**config.mk**
```make
export PLATFORM = sky130hd
export DESIGN_NAME = mem_lsu_flat
export DESIGN_NICKNAME = d
export VERILOG_FILES = /design/src/rtl/mem_lsu_pkg.sv /design/src/rtl/mem_lsu_if.sv /design/src/rtl/mem_lsu_check.sv /design/src/rtl/mem_lsu.sv /design/src/flat_wrapper.sv
export SDC_FILE = /design/constraint.sdc
export NUM_CORES = 1
export LEC_CHECK = 0
export CORE_AREA = 10 10 122 124
export CTS_BUF_LIST = sky130_fd_sc_hd__clkbuf_2
export DETAILED_ROUTE_END_ITERATION = 8
export DIE_AREA = 0 0 132 134
export HOLD_SLACK_MARGIN = 0.08
export PLACE_DENSITY = 0.88
export SYNTH_ARGS = -nofsm -noshare
export SYNTH_HDL_FRONTEND = slang
export SYNTH_SLANG_ARGS = --single-unit
```
**constraint.sdc**
```tcl
create_clock -name clk_i -period 4.98 [get_ports clk_i]
set_clock_uncertainty 0.1 [all_clocks]
set_input_delay 0.498 -clock clk_i [delete_from_list [all_inputs] [get_ports clk_i]]
set_output_delay 0.498 -clock clk_i [all_outputs]
set_load 0.01 [all_outputs]
```
**src/rtl/mem_lsu_pkg.sv**
```systemverilog
// Shared types for the data-memory load/store unit: access-size codes,
// controller states, fault codes and the access-size normalisation helper.
package mem_lsu_pkg;

   // Access-size codes understood by mem_control
   localparam logic [1:0] MEM_ACCESS_BYTE     = 2'b00;
   localparam logic [1:0] MEM_ACCESS_HALFWORD = 2'b01;
   localparam logic [1:0] MEM_ACCESS_WORD     = 2'b10;

   typedef enum logic [2:0] {
      IDLE    = 3'd0,
      LD_ADDR = 3'd1,
      LD_DATA = 3'd2,
      ST_REQ  = 3'd3,
      ST_PEND = 3'd4,
      RESP    = 3'd5
   } lsu_state_e;

   typedef enum logic [1:0] {
      FAULT_NONE     = 2'b00,
      FAULT_MISALIGN = 2'b01,
      FAULT_RANGE    = 2'b10
   } lsu_fault_e;

   // The spare access code is handled exactly like a word access
   function automatic logic [1:0] acc_norm(input logic [1:0] acc);
      logic [1:0] res;
      case (acc)
         MEM_ACCESS_BYTE:     res = MEM_ACCESS_BYTE;
         MEM_ACCESS_HALFWORD: res = MEM_ACCESS_HALFWORD;
         MEM_ACCESS_WORD:     res = MEM_ACCESS_WORD;
         default:             res = MEM_ACCESS_WORD;
      endcase
      return res;
   endfunction

endpackage

```
**src/rtl/mem_lsu_if.sv**
```systemverilog
// Bundle of the pipeline request/response handshake and the mem_control
// read/write port. The slave view belongs to the LSU; the master view is the
// surrounding system (execute stage on the request side, mem_control on the
// memory side).
interface mem_lsu_if;

   // pipeline request
   logic        req_valid_i;
   logic        req_ready_o;
   logic        req_we_i;
   logic [1:0]  req_acc_i;
   logic        req_sext_i;
   logic [31:0] req_addr_i;
   logic [31:0] req_wdata_i;

   // pipeline response
   logic        resp_valid_o;
   logic        resp_ready_i;
   logic [31:0] resp_rdata_o;
   logic [1:0]  resp_fault_o;

   // mem_control read port
   logic        mem_r_en_o;
   logic        mem_sext_o;
   logic [1:0]  mem_acc_r_o;
   logic [31:0] mem_addr_r_o;
   logic [31:0] mem_data_r_i;

   // mem_control write port
   logic        mem_wr_en_o;
   logic [1:0]  mem_acc_w_o;
   logic [31:0] mem_addr_w_o;
   logic [31:0] mem_data_w_o;
   logic        mem_wr_ready_i;

   modport slave (
      input  req_valid_i, req_we_i, req_acc_i, req_sext_i, req_addr_i, req_wdata_i,
      output req_ready_o,
      output resp_valid_o, resp_rdata_o, resp_fault_o,
      input  resp_ready_i,
      output mem_r_en_o, mem_sext_o, mem_acc_r_o, mem_addr_r_o,
      input  mem_data_r_i,
      output mem_wr_en_o, mem_acc_w_o, mem_addr_w_o, mem_data_w_o,
      input  mem_wr_ready_i
   );

   modport master (
      output req_valid_i, req_we_i, req_acc_i, req_sext_i, req_addr_i, req_wdata_i,
      input  req_ready_o,
      input  resp_valid_o, resp_rdata_o, resp_fault_o,
      output resp_ready_i,
      input  mem_r_en_o, mem_sext_o, mem_acc_r_o, mem_addr_r_o,
      output mem_data_r_i,
      input  mem_wr_en_o, mem_acc_w_o, mem_addr_w_o, mem_data_w_o,
      output mem_wr_ready_i
   );

endinterface

```
**src/rtl/mem_lsu_check.sv**
```systemverilog
// Combinational request screening: alignment first, then address window.
// The window limit is formed in 33 bits so BASE+SIZE cannot wrap to a small
// value and wrongly admit high addresses.
module mem_lsu_check
   import mem_lsu_pkg::*;
#(
   parameter logic [31:0] ADDR_BASE = 32'h0000_0000,
   parameter logic [31:0] ADDR_SIZE = 32'h0000_0800
) (
   input  logic [1:0]  acc,
   input  logic [31:0] addr,
   output lsu_fault_e  fault
);

   logic        misalign_s;
   logic        in_range_s;
   logic [32:0] addr_ext_s;
   logic [32:0] lim_lo_s;
   logic [32:0] lim_hi_s;

   // Classify the request: misalignment takes precedence over range
   always_comb begin
      misalign_s = 1'b0;
      case (acc_norm(acc))
         MEM_ACCESS_BYTE:     misalign_s = 1'b0;
         MEM_ACCESS_HALFWORD: misalign_s = addr[0];
         MEM_ACCESS_WORD:     misalign_s = (addr[1:0] != 2'b00);
         default:             misalign_s = (addr[1:0] != 2'b00);
      endcase

      addr_ext_s = {1'b0, addr};
      lim_lo_s   = {1'b0, ADDR_BASE};
      lim_hi_s   = {1'b0, ADDR_BASE} + {1'b0, ADDR_SIZE};
      in_range_s = (addr_ext_s >= lim_lo_s) && (addr_ext_s < lim_hi_s);

      if (misalign_s) begin
         fault = FAULT_MISALIGN;
      end else if (!in_range_s) begin
         fault = FAULT_RANGE;
      end else begin
         fault = FAULT_NONE;
      end
   end

endmodule

```
**src/rtl/mem_lsu.sv**
```systemverilog
// Load/store unit between the execute stage and mem_control. Accepts one
// request at a time, screens it, runs the two-cycle read or the
// request/merge write sequence, and holds the response until consumed.
// Every output is a flop; memory-port outputs carry the captured request
// only while a memory phase is active and are zero otherwise.
module mem_lsu
   import mem_lsu_pkg::*;
#(
   parameter logic [31:0] ADDR_BASE = 32'h0000_0000,
   parameter logic [31:0] ADDR_SIZE = 32'h0000_0800
) (
   input  logic       clk_i,
   input  logic       rst_i,
   mem_lsu_if.slave   bus
);

   lsu_state_e  state_r;
   lsu_fault_e  fault_s;

   logic        req_ready_r;
   logic        resp_valid_r;
   logic [31:0] resp_rdata_r;
   logic [1:0]  resp_fault_r;

   logic        mem_r_en_r;
   logic        mem_sext_r;
   logic [1:0]  mem_acc_r_r;
   logic [31:0] mem_addr_r_r;

   logic        mem_wr_en_r;
   logic [1:0]  mem_acc_w_r;
   logic [31:0] mem_addr_w_r;
   logic [31:0] mem_data_w_r;

   logic        accept_s;

   mem_lsu_check #(
      .ADDR_BASE (ADDR_BASE),
      .ADDR_SIZE (ADDR_SIZE)
   ) u_check (
      .acc   (bus.req_acc_i),
      .addr  (bus.req_addr_i),
      .fault (fault_s)
   );

   assign accept_s = bus.req_valid_i & req_ready_r;

   // Request/response sequencer; all outputs are registered here
   always_ff @(posedge clk_i or posedge rst_i) begin
      if (rst_i) begin
         state_r      <= IDLE;
         req_ready_r  <= 1'b1;
         resp_valid_r <= 1'b0;
         resp_rdata_r <= 32'h0000_0000;
         resp_fault_r <= 2'b00;
         mem_r_en_r   <= 1'b0;
         mem_sext_r   <= 1'b0;
         mem_acc_r_r  <= 2'b00;
         mem_addr_r_r <= 32'h0000_0000;
         mem_wr_en_r  <= 1'b0;
         mem_acc_w_r  <= 2'b00;
         mem_addr_w_r <= 32'h0000_0000;
         mem_data_w_r <= 32'h0000_0000;
      end else begin
         case (state_r)
            IDLE: begin
               if (accept_s) begin
                  req_ready_r <= 1'b0;
                  if (fault_s != FAULT_NONE) begin
                     // faulting requests never touch the memory port
                     state_r      <= RESP;
                     resp_valid_r <= 1'b1;
                     resp_rdata_r <= 32'h0000_0000;
                     resp_fault_r <= fault_s;
                  end else if (bus.req_we_i) begin
                     state_r      <= ST_REQ;
                     mem_wr_en_r  <= 1'b1;
                     mem_acc_w_r  <= acc_norm(bus.req_acc_i);
                     mem_addr_w_r <= bus.req_addr_i;
                     mem_data_w_r <= bus.req_wdata_i;
                  end else begin
                     state_r      <= LD_ADDR;
                     mem_r_en_r   <= 1'b1;
                     mem_sext_r   <= bus.req_sext_i;
                     mem_acc_r_r  <= acc_norm(bus.req_acc_i);
                     mem_addr_r_r <= bus.req_addr_i;
                  end
               end else begin
                  state_r <= IDLE;
               end
            end

            LD_ADDR: begin
               // read port held; mem_control registers the read this cycle
               state_r <= LD_DATA;
            end

            LD_DATA: begin
               state_r      <= RESP;
               resp_valid_r <= 1'b1;
               resp_rdata_r <= bus.mem_data_r_i;
               resp_fault_r <= FAULT_NONE;
               mem_r_en_r   <= 1'b0;
               mem_sext_r   <= 1'b0;
               mem_acc_r_r  <= 2'b00;
               mem_addr_r_r <= 32'h0000_0000;
            end

            ST_REQ: begin
               if (bus.mem_wr_ready_i) begin
                  // drop the enable but keep addr/acc/data for the merge cycle
                  state_r     <= ST_PEND;
                  mem_wr_en_r <= 1'b0;
               end else begin
                  state_r <= ST_REQ;
               end
            end

            ST_PEND: begin
               state_r      <= RESP;
               resp_valid_r <= 1'b1;
               resp_rdata_r <= 32'h0000_0000;
               resp_fault_r <= FAULT_NONE;
               mem_acc_w_r  <= 2'b00;
               mem_addr_w_r <= 32'h0000_0000;
               mem_data_w_r <= 32'h0000_0000;
            end

            RESP: begin
               if (bus.resp_ready_i) begin
                  state_r      <= IDLE;
                  req_ready_r  <= 1'b1;
                  resp_valid_r <= 1'b0;
                  resp_rdata_r <= 32'h0000_0000;
                  resp_fault_r <= 2'b00;
               end else begin
                  state_r <= RESP;
               end
            end

            default: begin
               // unreachable encoding: recover to a clean idle
               state_r      <= IDLE;
               req_ready_r  <= 1'b1;
               resp_valid_r <= 1'b0;
               resp_rdata_r <= 32'h0000_0000;
               resp_fault_r <= 2'b00;
               mem_r_en_r   <= 1'b0;
               mem_sext_r   <= 1'b0;
               mem_acc_r_r  <= 2'b00;
               mem_addr_r_r <= 32'h0000_0000;
               mem_wr_en_r  <= 1'b0;
               mem_acc_w_r  <= 2'b00;
               mem_addr_w_r <= 32'h0000_0000;
               mem_data_w_r <= 32'h0000_0000;
            end
         endcase
      end
   end

   assign bus.req_ready_o   = req_ready_r;
   assign bus.resp_valid_o  = resp_valid_r;
   assign bus.resp_rdata_o  = resp_rdata_r;
   assign bus.resp_fault_o  = resp_fault_r;
   assign bus.mem_r_en_o    = mem_r_en_r;
   assign bus.mem_sext_o    = mem_sext_r;
   assign bus.mem_acc_r_o   = mem_acc_r_r;
   assign bus.mem_addr_r_o  = mem_addr_r_r;
   assign bus.mem_wr_en_o   = mem_wr_en_r;
   assign bus.mem_acc_w_o   = mem_acc_w_r;
   assign bus.mem_addr_w_o  = mem_addr_w_r;
   assign bus.mem_data_w_o  = mem_data_w_r;

endmodule

```
**src/flat_wrapper.sv**
```systemverilog
// flat-port wrapper written by rule: the top's interface ports become plain ports
module mem_lsu_flat import mem_lsu_pkg::*;
#(
   parameter logic [31:0] ADDR_BASE = 32'h0000_0000,
   parameter logic [31:0] ADDR_SIZE = 32'h0000_0800
)
  (clk_i, rst_i, bus_req_valid_i, bus_req_we_i, bus_req_acc_i, bus_req_sext_i, bus_req_addr_i, bus_req_wdata_i, bus_req_ready_o, bus_resp_valid_o, bus_resp_rdata_o, bus_resp_fault_o, bus_resp_ready_i, bus_mem_r_en_o, bus_mem_sext_o, bus_mem_acc_r_o, bus_mem_addr_r_o, bus_mem_data_r_i, bus_mem_wr_en_o, bus_mem_acc_w_o, bus_mem_addr_w_o, bus_mem_data_w_o, bus_mem_wr_ready_i);
  mem_lsu_if bus_i ();
  input  logic clk_i;
  input  logic rst_i;
  input wire logic [$bits(bus_i.req_valid_i)-1:0] bus_req_valid_i;
  input wire logic [$bits(bus_i.req_we_i)-1:0] bus_req_we_i;
  input wire logic [$bits(bus_i.req_acc_i)-1:0] bus_req_acc_i;
  input wire logic [$bits(bus_i.req_sext_i)-1:0] bus_req_sext_i;
  input wire logic [$bits(bus_i.req_addr_i)-1:0] bus_req_addr_i;
  input wire logic [$bits(bus_i.req_wdata_i)-1:0] bus_req_wdata_i;
  output wire logic [$bits(bus_i.req_ready_o)-1:0] bus_req_ready_o;
  output wire logic [$bits(bus_i.resp_valid_o)-1:0] bus_resp_valid_o;
  output wire logic [$bits(bus_i.resp_rdata_o)-1:0] bus_resp_rdata_o;
  output wire logic [$bits(bus_i.resp_fault_o)-1:0] bus_resp_fault_o;
  input wire logic [$bits(bus_i.resp_ready_i)-1:0] bus_resp_ready_i;
  output wire logic [$bits(bus_i.mem_r_en_o)-1:0] bus_mem_r_en_o;
  output wire logic [$bits(bus_i.mem_sext_o)-1:0] bus_mem_sext_o;
  output wire logic [$bits(bus_i.mem_acc_r_o)-1:0] bus_mem_acc_r_o;
  output wire logic [$bits(bus_i.mem_addr_r_o)-1:0] bus_mem_addr_r_o;
  input wire logic [$bits(bus_i.mem_data_r_i)-1:0] bus_mem_data_r_i;
  output wire logic [$bits(bus_i.mem_wr_en_o)-1:0] bus_mem_wr_en_o;
  output wire logic [$bits(bus_i.mem_acc_w_o)-1:0] bus_mem_acc_w_o;
  output wire logic [$bits(bus_i.mem_addr_w_o)-1:0] bus_mem_addr_w_o;
  output wire logic [$bits(bus_i.mem_data_w_o)-1:0] bus_mem_data_w_o;
  input wire logic [$bits(bus_i.mem_wr_ready_i)-1:0] bus_mem_wr_ready_i;
  assign bus_i.req_valid_i = bus_req_valid_i;
  assign bus_i.req_we_i = bus_req_we_i;
  assign bus_i.req_acc_i = bus_req_acc_i;
  assign bus_i.req_sext_i = bus_req_sext_i;
  assign bus_i.req_addr_i = bus_req_addr_i;
  assign bus_i.req_wdata_i = bus_req_wdata_i;
  assign bus_req_ready_o = bus_i.req_ready_o;
  assign bus_resp_valid_o = bus_i.resp_valid_o;
  assign bus_resp_rdata_o = bus_i.resp_rdata_o;
  assign bus_resp_fault_o = bus_i.resp_fault_o;
  assign bus_i.resp_ready_i = bus_resp_ready_i;
  assign bus_mem_r_en_o = bus_i.mem_r_en_o;
  assign bus_mem_sext_o = bus_i.mem_sext_o;
  assign bus_mem_acc_r_o = bus_i.mem_acc_r_o;
  assign bus_mem_addr_r_o = bus_i.mem_addr_r_o;
  assign bus_i.mem_data_r_i = bus_mem_data_r_i;
  assign bus_mem_wr_en_o = bus_i.mem_wr_en_o;
  assign bus_mem_acc_w_o = bus_i.mem_acc_w_o;
  assign bus_mem_addr_w_o = bus_i.mem_addr_w_o;
  assign bus_mem_data_w_o = bus_i.mem_data_w_o;
  assign bus_i.mem_wr_ready_i = bus_mem_wr_ready_i;
  mem_lsu #(.ADDR_BASE(ADDR_BASE), .ADDR_SIZE(ADDR_SIZE)) u_core (.clk_i(clk_i), .rst_i(rst_i), .bus(bus_i));
endmodule
```
Word-level counts from Yosys, hierarchy flattened
Cells that the tools add are included.
{"block": "classes", "add_sub_neg": 0, "mul": 0, "n_div": 0, "n_lt_le_gt_ge": 1, "n_eq_ne": 14, "shift": 0, "mux": 58, "bitwise_logic": 6, "reduce_logical": 16}
{"cell": "$mux 32", "n": 12}
{"cell": "$pmux 32 s2", "n": 3}
{"cell": "$pmux 32 s4", "n": 1}
{"cell": "$lt 32x12->1 const B", "n": 1}
{"cell": "$mux 2", "n": 12}
{"cell": "$reduce_or 4->1", "n": 4}
{"cell": "$mux 1", "n": 15}
{"cell": "$pmux 3 s5", "n": 1}
{"cell": "$mux 3", "n": 4}
{"cell": "$pmux 2 s2", "n": 3}
{"cell": "$reduce_and 4->1", "n": 3}
{"cell": "$ne 2x2->1 const B", "n": 5}
{"cell": "$eq 3x2->1 const B", "n": 2}
{"cell": "$eq 3x3->1 const B", "n": 2}
{"cell": "$pmux 1 s2", "n": 3}
{"cell": "$pmux 1 s3", "n": 2}
{"cell": "$pmux 2 s3", "n": 1}
{"cell": "$not 1->1", "n": 5}
{"cell": "$reduce_and 5->1", "n": 1}
{"cell": "$eq 2x1->1 const B", "n": 2}
{"cell": "$logic_not 2->1", "n": 2}
{"cell": "$ne 2x1->1 const B", "n": 2}
{"cell": "$pmux 1 s4", "n": 1}
{"cell": "$reduce_bool 2->1", "n": 2}
{"cell": "other kinds (5)", "n": 6}
{"block": "totals", "regBits": 142, "latch_bits": 0, "mem_bits_rw": 0, "mem_bits_ro": 0, "inputBits": 105, "out_inout_bits": 139, "mem_count": 0}

Depth between registers and ports, before layout
{"block": "logic_depth", "word_depth": 9, "ltp_mapped": 7, "depth_no_buf": 5}

Modules after synthesis
A second synthesis with hierarchy kept.
{"block": "hier_totals", "cells_unflattened": 596, "area_unflattened_um2": 6764.0}
{"module": "mem_lsu", "instances": 1, "cells_each": 584, "area_each_um2": 6682.7, "seq_area_each_um2": 3554.7}
{"module": "mem_lsu_check", "instances": 1, "cells_each": 12, "area_each_um2": 81.3, "seq_area_each_um2": 0.0}

Worst setup path after synthesis
Ideal clock, no wire load.
{"block": "synth_timing", "kind": "in2reg", "start": "input port bus_req_addr_i[16]", "end": "register u_core.mem_wr_en_r (netlist: u_core.bus.mem_wr_en_o)", "setup_ns": 0.073, "arrival_time_ns": 1.905, "t_required_ns": 4.807, "setup_slack_ns": 2.902, "path_stages": 7, "path_buffers": 2, "path_cell_list": "nor4_2 > nand4_1 > or2_1 > buf_6 > nor3_4 > buf_6 > a2bb2oi_2"}
{"block": "synth_via", "elab_chain_cells": 6}
{"element": "start: declaration", "line": "flat_wrapper.sv:15", "source": "input wire logic [$bits(bus_i.req_addr_i)-1:0] bus_req_addr_i;"}
{"element": "$lt 32x12->1", "line": "mem_lsu_check.sv:34", "source": "in_range_s = (addr_ext_s >= lim_lo_s) && (addr_ext_s < lim_hi_s);"}
{"element": "$mux 2", "line": "mem_lsu_check.sv:38", "source": "end else if (!in_range_s) begin"}
{"element": "$mux 2", "line": "mem_lsu_check.sv:36", "source": "if (misalign_s) begin"}
{"element": "$reduce_bool 2->1", "line": "mem_lsu.sv:69", "source": "if (fault_s != FAULT_NONE) begin"}
{"element": "$ne 2x2->1 (no line)"}
{"element": "$reduce_and 5->1 (no line)"}
{"element": "end signal: assignment", "line": "mem_lsu.sv:60", "source": "mem_wr_en_r <= 1'b0;"}
{"element": "end signal: assignment", "line": "mem_lsu.sv:77", "source": "mem_wr_en_r <= 1'b1;"}
{"element": "end signal: assignment", "line": "mem_lsu.sv:113", "source": "mem_wr_en_r <= 1'b0;"}
{"element": "end: declaration", "line": "mem_lsu.sv:30", "source": "logic mem_wr_en_r;"}
No other way between the ends.
A chain may end at the register's enable or synchronous reset.

Worst setup path in the final report
{"block": "layout_timing", "start": "register u_core.req_ready_r (netlist: u_core.bus.req_ready_o)", "end": "output port bus_req_ready_o"}
{"element": "start: declaration", "line": "mem_lsu.sv:20", "source": "logic req_ready_r;"}
{"element": "start signal: assignment", "line": "mem_lsu.sv:52", "source": "req_ready_r <= 1'b1;"}
{"element": "start signal: assignment", "line": "mem_lsu.sv:68", "source": "req_ready_r <= 1'b0;"}
{"element": "start signal: assignment", "line": "mem_lsu.sv:132", "source": "req_ready_r <= 1'b1;"}
{"element": "end: declaration", "line": "flat_wrapper.sv:17", "source": "output wire logic [$bits(bus_i.req_ready_o)-1:0] bus_req_ready_o;"}
No word-level cell between the ends.

==> summary.txt <==
Global route
  – Maximum number of pins on one net before global-route repair: 103
  – Initial antenna violation count: 0
  – Wire length of the first global-routing pass: 25250 um
  – Total Routing Usage GR: 0.1825
  – Global route overflow: 0
  – Via count of the first global-routing pass: 4341

Drt
  – Number of iterations in the first detailed-routing pass: 4
  – Detailed Route WL: 16360 um
  – Via-per-instance ratio: 5.102
  – Routed WL per cell: 20.84 um
  – Final routed DRC violation total: 0
  – Number of design-rule violations left by the first detailed-router iteration: 249
  – Vias: 4005
  – Number of nets with antenna violations after detailed routing: 0

Clock tree
  – Insertion delay to the later sink of the worst-skew pair: 0.68 ns
  – Post-CTS Repair Setup Buffers: 0
  – Count of hold-fix buffers inserted at cts: 0
  – CTS tree: built
  – Clock slew at reported path FFs: 0.19 ns
  – Buffer type at the clock tree root: sky130_fd_sc_hd__clkbuf_2
  – Clock net sink count: 142
  – Post-CTS sizing: 0
  – CTS max path bufs: 2
  – Number of clock buffers inserted by TritonCTS: 17
  – H-tree levels: 4

Logic synthesis
  – Post-synth top area share: 0.6871
  – Post-synthesis sequential area ratio: 0.6923
  – Post-synth top flop: sky130_fd_sc_hd__dfrtp_1
  – Yosys cell types: 33
  – Count of state elements after synthesis: 142
  – EDFF count, synth: 0
  – Top cells by area, synth: sky130_fd_sc_hd__dfrtp_1 69%, sky130_fd_sc_hd__a22o_1 15%, sky130_fd_sc_hd__and2_1 5.1%
  – Syn_nets: 467
  – Number of instances in the synthesized netlist: 362
  – Syn Std Cell Area: 5135 um2
  – Most common cell in the synthesized netlist: sky130_fd_sc_hd__dfrtp_1
  – Most frequent cells after synthesis: 141 x sky130_fd_sc_hd__dfrtp_1, 89 x sky130_fd_sc_hd__a22o_1, 42 x sky130_fd_sc_hd__and2_1, 15 x sky130_fd_sc_hd__clkbuf_1, 11 x sky130_fd_sc_hd__a21oi_1
  – Top cell type by total area after synthesis: sky130_fd_sc_hd__dfrtp_1
  – Synth warnings: 0
  – Syn_area_per_cell: 14.18 um2
  – Async set-reset flop share out of synthesis: 1.000

Timing
  – Slew HR: 0.4019
  – Setup repair after global routing missed its margin: false
  – Final worst path period need: 2.486 ns
  – Actual transition at the worst max-transition pin: 0.8938 ns
  – Max Freq: 402.3 MHz
  – TNS Setup: 0 ns
  – Final slew viol count: 0
  – Final cycle utilization of the critical path: 0.4992
  – Hold violation count in the final report: 0
  – Total of endpoints with negative setup slack in the final report: 0
  – Worst-case hold slack: 0.2348 ns

Die
  – DIE AREA: 17690 um2
  – Site Rows: 41
  – Initial standard-cell utilization of the core: 0.4119
  – I/O pins: 244
  – Core Area: 12470 um2
  – Die H: 134 um
  – Die width: 132 um

Cells and area
  – Area occupied by registers: 3555 um2
  – Final Cell Area: 8034 um2
  – Relative area change from synthesis to final layout: 56.46%
  – Post-Layout Cell Count: 785
  – Fraction of final layout cells sized beyond drive strength 1: 0.07667
  – Fillcell total: 952
  – Multi-input combinational cell area: 1441 um2
  – Net total in the final layout: 707
  – Number of antenna repair diodes: 0

Run
  – # Max-Cap Violations: 0

Worst setup path
  – Slowest Stage Delay on Critical Path: 0.62 ns
  – Type of origin of the critical path: register
  – Req. time, crit path: 4.38 ns
  – Kind of critical path: register to output port
  – Ordered list of cells on the worst path: clkdlybuf4s50_1
  – Critical-path maximum fanout: 6
  – Setup crit end kind: output port
  – Crit path max-delay cell type: sky130_fd_sc_hd__dfstp_2
  – Family with the most delay on the worst path: flip-flops
  – Signal arrival time at the worst endpoint: 1.89 ns
  – Crit path buf inv count: 1

Run status
  – Result of the run: completed

Pwr
  – Power per cell area: 384.9 nW/um2
  – Worst VDD drop: 0.2045 mV
  – Static Leak: 3.625 nW

Placement
  – Detail Placement HPWL: 12240 um
  – Cell count after placement: 755
  – Instance area after placement: 7694 um2
  – Total of buffers placed on input and output ports: 243
  – Final weighted congestion in routability-driven placement: 0.8012

Min path
  – Path class of the lowest-slack min-delay path: input port to async pin
where the power goes:
group          switching, mW  internal, mW
clock                  0.403         0.476
sequential             0.101          1.26
combinational          0.474         0.373
total                  0.978          2.11
final timing paths:
check                                                   startpoint                                 endpoint  slack (ns)  depth (start not counted)
min in group clk_i                              bus_req_wdata_i[9]   u_core.bus.mem_data_w_o[9]$_DFFE_PP0P_        0.29                          2
hold / removal                                               rst_i  u_core.bus.mem_addr_r_o[19]$_DFFE_PP0P_        0.23                          2
hold reg to reg            u_core.bus.mem_addr_r_o[15]$_DFFE_PP0P_  u_core.bus.mem_addr_r_o[15]$_DFFE_PP0P_        0.41                          1
setup reg to reg                       u_core.state_r[2]$_DFF_PP0_   u_core.bus.mem_addr_r_o[5]$_DFFE_PP0P_        2.61                          4
setup / recovery                u_core.bus.req_ready_o$_DFFE_PP1P_                          bus_req_ready_o        2.49                          1
max in group asynchronous                                    rst_i  u_core.bus.mem_addr_r_o[12]$_DFFE_PP0P_        3.41                          3
sequential cells by signal, indices dropped and copies added, names as in the netlist, 2 cells and up:
register and flops:
u_core.bus.mem_acc_w_o 2, u_core.bus.resp_rdata_o 32, u_core.bus.mem_addr_w_o 32, u_core.state_r 3
u_core.bus.mem_acc_r_o 2, u_core.bus.resp_fault_o 2, u_core.bus.mem_addr_r_o 32, u_core.bus.mem_data_w_o 32
layout by cell type, fill, tap and decap left out, types with 2 or more instances in the layout:
cell type,Yosys,routed
sky130_fd_sc_hd__a21oi_1,11,11
sky130_fd_sc_hd__nor3_1,3,3
sky130_fd_sc_hd__inv_1,4,3
sky130_fd_sc_hd__nand3_1,3,3
sky130_fd_sc_hd__clkinv_2,0,3
sky130_fd_sc_hd__nand2_1,6,6
sky130_fd_sc_hd__bufinv_16,0,7
sky130_fd_sc_hd__o21a_1,2,2
sky130_fd_sc_hd__clkdlybuf4s50_1,0,243
sky130_fd_sc_hd__nor4_2,3,3
sky130_fd_sc_hd__nand2b_1,2,2
sky130_fd_sc_hd__nand4_1,2,2
sky130_fd_sc_hd__o21ai_0,2,2
sky130_fd_sc_hd__and2_1,42,42
sky130_fd_sc_hd__dfrtp_1,141,141
sky130_fd_sc_hd__clkinv_4,0,2
sky130_fd_sc_hd__nor4_1,2,2
sky130_fd_sc_hd__buf_4,0,5
sky130_fd_sc_hd__o21ai_4,0,2
sky130_fd_sc_hd__a22o_1,89,89
sky130_fd_sc_hd__nor2_1,6,6
sky130_fd_sc_hd__clkbuf_2,0,18
cell type report:
class	count	area share
tap	172	0.02679
multi-input combinational	189	0.1794
sequential	142	0.4425
inverter	4	0.002492
timing repair buffer	248	0.3074
clock inverter	12	0.03021
clock buffer	18	0.01121
through the flow:
stage	power, mW	setup slack, ns	utilization
after floorplan	1.811	0.5741	-
after global placement	2.193	1.640	0.6172
after detailed placement	2.234	1.570	0.6172
after CTS	3.124	2.357	0.6439
after global routing	3.246	2.399	0.6445
final	3.092	2.494	0.6445
layer usage:
metal | wire length [um] | track usage | vias up
met5 | 0 | 0 | -
met4 | 242 | 0.06180 | 0
met3 | 1300 | 0.07394 | 13
met2 | 8501 | 0.3125 | 166
met1 | 6315 | 0.2020 | 2030
li1 | - | - | 1796
cells by family (layout without fill, tap and decap cells):
group,Yosys count,in the layout,synth area share
AND/OR/NAND/NOR,75,75,0.08991
buffers and inverters,31,282,0.03167
flip-flops,142,142,0.6923
AO/OA/AOI/OAI,114,114,0.1862
Note: power is estimated with default switching activity, not from simulation.
